<file path="config.mk">
export PLATFORM = sky130hd
export DESIGN_NAME = mips_muldiv_unit
export DESIGN_NICKNAME = d
export VERILOG_FILES = /design/src/rtl/mips_muldiv_pkg.sv /design/src/rtl/mips_muldiv_step.sv /design/src/rtl/mips_muldiv_unit.sv
export SDC_FILE = /design/constraint.sdc
export NUM_CORES = 1
export LEC_CHECK = 0
export BUFFER_PORTS_ARGS = -buffer_cell sky130_fd_sc_hd__buf_2
export CAP_MARGIN = 25
export CORE_AREA = 2 2 185 187
export CTS_BUF_LIST = sky130_fd_sc_hd__clkbuf_4 sky130_fd_sc_hd__clkbuf_8
export DETAILED_ROUTE_END_ITERATION = 16
export DIE_AREA = 0 0 187 189
export HOLD_SLACK_MARGIN = 0.03
export PLACE_DENSITY = 0.73
export RECOVER_POWER = 50
export SLEW_MARGIN = 20
export SYNTH_ARGS = -nofsm -noshare
export SYNTH_HDL_FRONTEND = slang
export SYNTH_HIERARCHICAL = 1
export SYNTH_SLANG_ARGS = --single-unit
export TNS_END_PERCENT = 20
</file>
<file path="constraint.sdc">
create_clock -name clk -period 4.5 [get_ports clk]
set_input_delay 0 -clock clk [delete_from_list [all_inputs] [get_ports clk]]
set_output_delay 0 -clock clk [all_outputs]
set_load 0.02 [all_outputs]
</file>
<file path="src/rtl/mips_muldiv_pkg.sv">
// Shared types and constants for the MIPS iterative multiply/divide unit.
package mips_muldiv_pkg;

    localparam int MD_WIDTH = 32;

    typedef enum logic [1:0] {
        MD_MULT  = 2'b00,
        MD_MULTU = 2'b01,
        MD_DIV   = 2'b10,
        MD_DIVU  = 2'b11
    } md_op_t;

    typedef enum logic [1:0] {
        IDLE = 2'b00,
        PREP = 2'b01,
        RUN  = 2'b10,
        FIX  = 2'b11
    } md_state_t;

endpackage

</file>
<file path="src/rtl/mips_muldiv_step.sv">
// One combinational iteration of the shift-add multiplier or restoring divider.
module mips_muldiv_step
    import mips_muldiv_pkg::*;
#(
    parameter int WIDTH = MD_WIDTH
) (
    input  logic               is_div,
    input  logic [2*WIDTH:0]   acc,
    input  logic [WIDTH-1:0]   operand,
    output logic [2*WIDTH:0]   acc_next
);

    logic [WIDTH:0]   sum;
    logic [2*WIDTH:0] shifted;
    logic [WIDTH+1:0] diff;

    // Multiply keeps {partial, multiplier}; divide keeps {remainder, quotient}.
    always_comb begin
        sum     = acc[2*WIDTH:WIDTH] + (acc[0] ? {1'b0, operand} : {(WIDTH+1){1'b0}});
        shifted = {acc[2*WIDTH-1:0], 1'b0};
        diff    = {1'b0, shifted[2*WIDTH:WIDTH]} - {2'b00, operand};
        if (is_div) begin
            if (!diff[WIDTH+1]) begin
                acc_next = {diff[WIDTH:0], shifted[WIDTH-1:1], 1'b1};
            end else begin
                acc_next = shifted;
            end
        end else begin
            acc_next = {1'b0, sum, acc[WIDTH-1:1]};
        end
    end

endmodule

</file>
<file path="src/rtl/mips_muldiv_unit.sv">
// Execute-stage MULT/MULTU/DIV/DIVU unit holding the architectural HI/LO registers.
module mips_muldiv_unit
    import mips_muldiv_pkg::*;
#(
    parameter int WIDTH = MD_WIDTH
) (
    input  logic             clk,
    input  logic             reset,
    input  logic             startE,
    input  logic [1:0]       opE,
    input  logic [WIDTH-1:0] srcaE,
    input  logic [WIDTH-1:0] srcbE,
    output logic             busyE,
    output logic             doneE,
    output logic [WIDTH-1:0] hiE,
    output logic [WIDTH-1:0] loE
);

    localparam int CW = $clog2(WIDTH + 1);

    md_state_t          state, state_next;
    md_op_t             op_q;
    logic [WIDTH-1:0]   a_q, b_q, operand_q;
    logic [2*WIDTH:0]   acc, acc_step;
    logic [CW-1:0]      count;
    logic               neg_lo, neg_hi, div_zero, done_q;
    logic [WIDTH-1:0]   hi_q, lo_q;

    logic               is_div, is_signed, b_zero;
    logic [WIDTH-1:0]   abs_a, abs_b;
    logic [2*WIDTH-1:0] prod_fix;
    logic [WIDTH-1:0]   quo_fix, rem_fix;

    assign is_div    = (op_q == MD_DIV) || (op_q == MD_DIVU);
    assign is_signed = (op_q == MD_MULT) || (op_q == MD_DIV);
    assign b_zero    = (b_q == '0);
    assign abs_a     = (is_signed && a_q[WIDTH-1]) ? -a_q : a_q;
    assign abs_b     = (is_signed && b_q[WIDTH-1]) ? -b_q : b_q;

    // Magnitude results become signed ones by conditional negation in FIX.
    assign prod_fix  = neg_lo ? -acc[2*WIDTH-1:0]     : acc[2*WIDTH-1:0];
    assign quo_fix   = neg_lo ? -acc[WIDTH-1:0]       : acc[WIDTH-1:0];
    assign rem_fix   = neg_hi ? -acc[2*WIDTH-1:WIDTH] : acc[2*WIDTH-1:WIDTH];

    mips_muldiv_step #(.WIDTH(WIDTH)) u_step (
        .is_div   (is_div),
        .acc      (acc),
        .operand  (operand_q),
        .acc_next (acc_step)
    );

    always_ff @(posedge clk or negedge reset) begin
        if (!reset) state <= IDLE;
        else        state <= state_next;
    end

    always_comb begin
        state_next = state;
        case (state)
            IDLE:    if (startE) state_next = PREP;
            PREP:    state_next = (is_div && b_zero) ? FIX : RUN;
            RUN:     if (count == CW'(1)) state_next = FIX;
            FIX:     state_next = IDLE;
            default: state_next = IDLE;
        endcase
    end

    always_comb begin
        busyE = (state != IDLE);
        doneE = done_q;
        hiE   = hi_q;
        loE   = lo_q;
    end

    always_ff @(posedge clk or negedge reset) begin
        if (!reset) begin
            op_q      <= MD_MULT;
            a_q       <= '0;
            b_q       <= '0;
            operand_q <= '0;
            acc       <= '0;
            count     <= '0;
            neg_lo    <= 1'b0;
            neg_hi    <= 1'b0;
            div_zero  <= 1'b0;
            done_q    <= 1'b0;
            hi_q      <= '0;
            lo_q      <= '0;
        end else begin
            done_q <= (state == FIX);
            case (state)
                IDLE: begin
                    if (startE) begin
                        op_q <= md_op_t'(opE);
                        a_q  <= srcaE;
                        b_q  <= srcbE;
                    end
                end
                PREP: begin
                    count    <= CW'(WIDTH);
                    div_zero <= is_div && b_zero;
                    neg_lo   <= is_signed && (a_q[WIDTH-1] ^ b_q[WIDTH-1]);
                    neg_hi   <= is_signed && is_div && a_q[WIDTH-1];
                    if (is_div) begin
                        acc       <= {{(WIDTH+1){1'b0}}, abs_a};
                        operand_q <= abs_b;
                    end else begin
                        acc       <= {{(WIDTH+1){1'b0}}, abs_b};
                        operand_q <= abs_a;
                    end
                end
                RUN: begin
                    acc   <= acc_step;
                    count <= count - CW'(1);
                end
                FIX: begin
                    if (div_zero) begin
                        lo_q <= '1;
                        hi_q <= a_q;
                    end else if (is_div) begin
                        lo_q <= quo_fix;
                        hi_q <= rem_fix;
                    end else begin
                        hi_q <= prod_fix[2*WIDTH-1:WIDTH];
                        lo_q <= prod_fix[WIDTH-1:0];
                    end
                end
                default: ;
            endcase
        end
    end

endmodule

</file>
== Word-level counts from Yosys, hierarchy flattened ==
Cells that the tools add are included.

* Reductions and logical operators: 15
* Bitwise logic cells: 1
* Eq/ne operators: 8
* Muxes and demuxes: 20
* Add/subtract/negate cells: 8

{| class="wikitable"
|+ Operators by type and width
! kind !! count
|-
| 32-bit two-way mux || 11
|-
| 65-bit two-way mux || 2
|-
| 65-bit case mux with 2 select lines || 1
|-
| 32-bit negator || 4
|-
| 64-bit two-way mux || 1
|-
| 64-bit negator || 1
|-
| 33-bit by 32-bit subtractor with 34-bit output || 1
|-
| 33-bit adder || 1
|-
| 32-bit logical NOT || 1
|-
| 6-bit case mux with 2 select lines || 1
|-
| 2-bit equality test (second input constant) || 4
|-
| 2-bit case mux with 4 select lines || 1
|-
| 6-bit by 1-bit equality test with 1-bit output (second input constant) || 1
|-
| 1-bit logical AND || 6
|-
| 6-bit by 1-bit subtractor with 6-bit output (second input constant) || 1
|-
| 2-bit logical NOT || 2
|-
| 2-bit two-way mux || 2
|-
| 2-bit inequality test (second input constant) || 2
|-
| 2-bit AND reduction || 2
|-
| 2-bit nonzero test || 2
|-
| 2-bit by 1-bit equality test with 1-bit output (second input constant) || 1
|-
| 1-bit logical OR || 2
|-
| 1-bit two-way mux || 1
|-
| 1-bit bitwise XOR || 1
|}

* Logic and storage cells: 65
* Output and inout bits: 66
* Register bits: 239
* Bits of input ports: 69

== Depth between registers and ports, before layout ==
* Depth in word-level cells: 6
* Depth in mapped cells: 18
* Depth with buffers taken out: 14

== Modules after synthesis ==
Netlist, hierarchy kept.

{| class="wikitable"
|+ By module, submodules not included
! module !! area an instance (µm²) !! cells an instance !! instances
|-
| mips_muldiv_unit || 13,255.2 || 1,402 || 1
|-
| mips_muldiv_step || 4,797.1 || 688 || 1
|}

== Worst setup path before layout ==
OpenSTA, ideal clock, no wires.

* Kind: register to register
* Start point: reg acc[0]
* End point: reg acc[61]
* Stages on the path, launching flop included: 16
* Slack: 0.951 ns
* Arrival: 3.419 ns
* Period minus slack after synthesis: 3.549 ns
* Cells stage by stage: dfrtp_1 > clkbuf_1 > and2_1 > ha_1 > fa_1 > a21o_1 > a211o_1 > a2111oi_4 > o31ai_2 > a21boi_4 > o221ai_2 > a221o_1 > xnor2_1 > mux2i_1 > nand3_1 > o21ai_0

* Cells in the longest elaborated chain, start to end: 4

{| class="wikitable"
|+ Ends and longest elaborated chain
! element !! RTL line !! source
|-
| from (decl) || mips_muldiv_unit.sv:24 || <nowiki>logic [2*WIDTH:0] acc, acc_step;</nowiki>
|-
| from (signal assigned) || mips_muldiv_unit.sv:105 || <nowiki>acc <= {{(WIDTH+1){1'b0}}, abs_a};</nowiki>
|-
| from (signal assigned) || mips_muldiv_unit.sv:108 || <nowiki>acc <= {{(WIDTH+1){1'b0}}, abs_b};</nowiki>
|-
| from (signal assigned) || mips_muldiv_unit.sv:113 || <nowiki>acc <= acc_step;</nowiki>
|-
| 32-bit two-way mux || mips_muldiv_step.sv:19 || <nowiki>sum = acc[2*WIDTH:WIDTH] + (acc[0] ? {1'b0, operand} : {(WIDTH+1){1'b0}});</nowiki>
|-
| 33-bit adder || mips_muldiv_step.sv:19 ||
|-
| 65-bit two-way mux || mips_muldiv_step.sv:22 || <nowiki>if (is_div) begin</nowiki>
|-
| net acc_step[61] || mips_muldiv_unit.sv:24 ||
|-
| 65-bit case mux with 2 select lines || mips_muldiv_unit.sv:91 || <nowiki>case (state)</nowiki>
|}

The timed path passes the listed nets, and every way through them passes these cells.
A chain may end at the register's enable or synchronous reset.

== Final worst setup path ==
* Start point: reg acc[0]
* End point: reg acc[62]

Same word-level chain as after synthesis.

==> results.json <==
{
  "status": "finished with violations",
  "violations": "capacitance limit, slew limit",
  "crit_path_end_kind": "flop",
  "first_iter_violations": 1918,
  "die_area_um2": 35300,
  "grt_setup_unrepaired": "false",
  "worstPathCellList": "buf_4 -> and2_1 -> ha_1 -> a211oi_1 -> o21ai_0 -> a31oi_1 -> nor3b_1 -> o2111ai_1 -> a21oi_1 -> o21ai_0 -> xor2_1 -> a22oi_2 -> nand3_1 -> o21ai_0",
  "fmax_mhz": 261,
  "skew_ns": 0.0331,
  "r2r_start": "acc[0]",
  "timing.final.crit_period_ns": 3.82,
  "tightestPinTransition_ns": 3.04,
  "timing.rr.end": "acc[62]",
  "grt_start_max_net_pins": 126,
  "maxCapViolations": 1,
  "synth.avg_cell_area_um2": 8.64,
  "htree_levels": 2,
  "grt-ovfl-total": 0,
  "critPathLaunchType": "flop",
  "filler_cell_count": 2859,
  "rows": 67,
  "required_ns": 4.93,
  "hold_class": "in2reg",
  "clk_latency_ns": 0.59,
  "vdd_drop_max_v": 0.000961,
  "synth_ff_type": "dfrtp_1",
  "r2r_cells": 14,
  "cpLargestDelayFamily": "compound AO/OA/AOI/OAI gates",
  "cpMaxStageDelayCell": "a31oi_1",
  "initial_core_util_pct": 54.2,
  "synth_edf_count": 0,
  "cp.depth": 14,
  "yosysSeqAreaShare_pct": 33.1,
  "antenna_found_initial": 0,
  "clock_sinks": 239,
  "drc": 0,
  "hpwlAfterDp_mm": 44.7,
  "max_slew_margin_pct": -103,
  "nets": 2395,
  "post_cts_resized": 0,
  "portBuffers": 134,
  "via_per_inst": 6.44,
  "multi_input_area_um2": 11200,
  "setup_tns_ns": 0,
  "chipHeight_um": 189,
  "setup_viol": 0,
  "tritoncts.num_buffers": 42,
  "period_share_pct": 85.0,
  "drive_gt1_share_pct": 14.3,
  "via_count": 17563,
  "wl_mm": 62.5,
  "rrSetupSlack_ns": 0.68,
  "ctsLongestPathBuffers": 3,
  "cts_tree": "done",
  "wl_per_cell_um": 22.9,
  "critPathKind": "reg2reg",
  "worstSetupEndpoint": "acc[62]",
  "synth_cell_type_count": 87,
  "track_usage_pct": 34.8,
  "startpoint": "acc[0]",
  "grt_pass1_wl_mm": 97.0,
  "final_cell_count_no_fill": 2729,
  "ys_seq_elements": 239,
  "drtPass1Iterations": 6,
  "die_x_um": 187,
  "max_stage_delay_ns": 0.48,
  "synth_fp_nets": 2236,
  "regArea_um2": 5980,
  "power.leakage_nw": 8.96,
  "finalMaxSlewViolations": 125,
  "cp_num_buf_inv": 1,
  "postSynthCellCount": 2090,
  "clk_pin_slew_worst_paths_ns": 0.06,
  "gp_congestion": 0.946,
  "async_flop_share_pct": 100,
  "core-area_um2": 33300,
  "cp_data_arrival_time_ns": 4.25,
  "cts-root-buf": "clkbuf_8",
  "hold_viol_final": 0,
  "area_growth_pct": 14.6,
  "crit_top_cell": "o21ai_0",
  "path_max_fanout": 35,
  "grt_pass1_vias": 16783,
  "syn-cell-area_um2": 18100,
  "yosys_warnings": 6,
  "ant_nets": 0,
  "hp-start": "srcbE[25]",
  "place_inst": 2584,
  "p_per_area_nw_per_um2": 932,
  "finalPower_mw": 19.3,
  "ioPinCount": 135,
  "fin_util_pct": 62.2
}
==> flip-flops by register name, indices dropped and copies added, names as in the netlist <==
signal and count:
operand_q 32, loE 32, op_q 2, neg_lo 1, state 2, b_q 32
div_zero 1, hiE 32, count 6, doneE 1, a_q 32, neg_hi 1
acc 65
==> how the worst min path moves through the flow <==
stage | end | slack [ns] | cells past startpoint
2_1_floorplan | a_q[0] | -0.30 | 0
3_3_place_gp | count[2] | 0.16 | 1
3_5_place_dp | count[1] | 0.16 | 1
4_1_cts | count[1] | 0.15 | 2
5_1_grt | b_q[18] | 0.20 | 3
6_report | b_q[25] | 0.19 | 3
==> per-layer routing <==
| layer | track usage, % | vias up | share of wire, % |
|---|---|---|---|
| met5 | 0 | - | 0 |
| met4 | 15.0 | 0 | 4.8 |
| met3 | 6.45 | 185 | 8.7 |
| met2 | 55.9 | 968 | 45 |
| met1 | 46.1 | 8442 | 41 |
| li1 | - | 7968 | - |
==> Yosys cell counts, types with 11 or more instances <==
master	number	share of area, %
dfrtp_1	239	33
a21oi_1	157	4.4
nand2_1	145	3.0
nor2_1	143	3.0
o21ai_0	136	3.8
inv_1	108	2.2
clkbuf_1	107	2.2
mux2_2	107	6.7
xnor2_1	91	4.4
ha_1	75	5.2
xor2_1	73	3.5
nand3_1	66	1.8
nor3_1	50	1.4
a31oi_1	45	1.6
a21o_1	43	1.8
and2_1	41	1.4
mux2i_1	38	2.1
o221ai_1	32	1.6
o31ai_1	30	1.2
and3_1	25	0.87
nor4_1	24	0.83
or3_1	21	0.73
o21a_1	20	0.83
nand4_1	18	0.62
or4_1	18	0.75
nand2b_1	17	0.59
a221o_1	16	0.89
nor2b_1	13	0.45
o41ai_1	13	0.63
a211oi_1	11	0.46
a41oi_1	11	0.53
==> cell type report <==
| cell class | instances | area share, % |
|---|---|---|
| Multi-Input combinational cell | 1614 | 54.0 |
| Sequential cell | 239 | 28.9 |
| Timing Repair Buffer | 241 | 7.60 |
| Clock buffer | 67 | 4.16 |
| Tap cell | 448 | 2.71 |
| Inverter | 111 | 2.01 |
| Clock inverter | 7 | 0.532 |
| Antenna cell | 2 | 0.0242 |
==> kinds of logic (layout without fill, tap and decap cells) <==
kind of cell,after synthesis,count (layout),share of synthesized area (%)
compound gates,613,613,22.5
mux,145,145,8.78
simple gates,615,615,17.0
xor+xnor,164,164,7.96
fa+ha+maj,77,77,5.42
buf+inv,237,426,5.17
other cells,0,2,0
flops,239,239,33.1
==> stage by stage <==
stage                     hold WS (ns)  setup WS (ns)  area [µm²]
after CTS                        0.154          0.704       20800
after global placement           0.155          0.783       19100
final                            0.187          0.675       20700
after detailed placement         0.158          0.740       19100
after floorplan                 -0.296          0.951       18100
after global routing             0.202          0.363       20700
==> layout by cell type (no fill, tap or decap), types with 72 or more instances in the layout <==
cell / n
nor2_1: 142
dfrtp_1: 238
xor2_1: 73
xnor2_1: 91
inv_1: 108
a21oi_1: 157
ha_1: 72
nand2_1: 144
mux2_2: 107
o21ai_0: 136
==> what timing repair did <==
action,CTS,global route
buffers inserted,0,0
hold endpoints to repair,192,0
hold buffers,68,0
setup endpoints to repair,0,0
==> power by group <==
group	leakage [nW]	internal, mW	switching [mW]
clock	0.514	1.38	0.962
combinational	5.54	4.61	7.37
sequential	2.90	3.20	1.75
==> worst reg2reg max path: stages (launching register included) <==
cell and delay, ns:
dfrtp_1 0.33, buf_4 0.31, and2_1 0.23, ha_1 0.26, a211oi_1 0.36, o21ai_0 0.24
a31oi_1 0.48, nor3b_1 0.18, o2111ai_1 0.33, a21oi_1 0.16, o21ai_0 0.25, xor2_1 0.25
a22oi_2 0.11, nand3_1 0.09, o21ai_0 0.11
(Power assumes the default switching activity.)
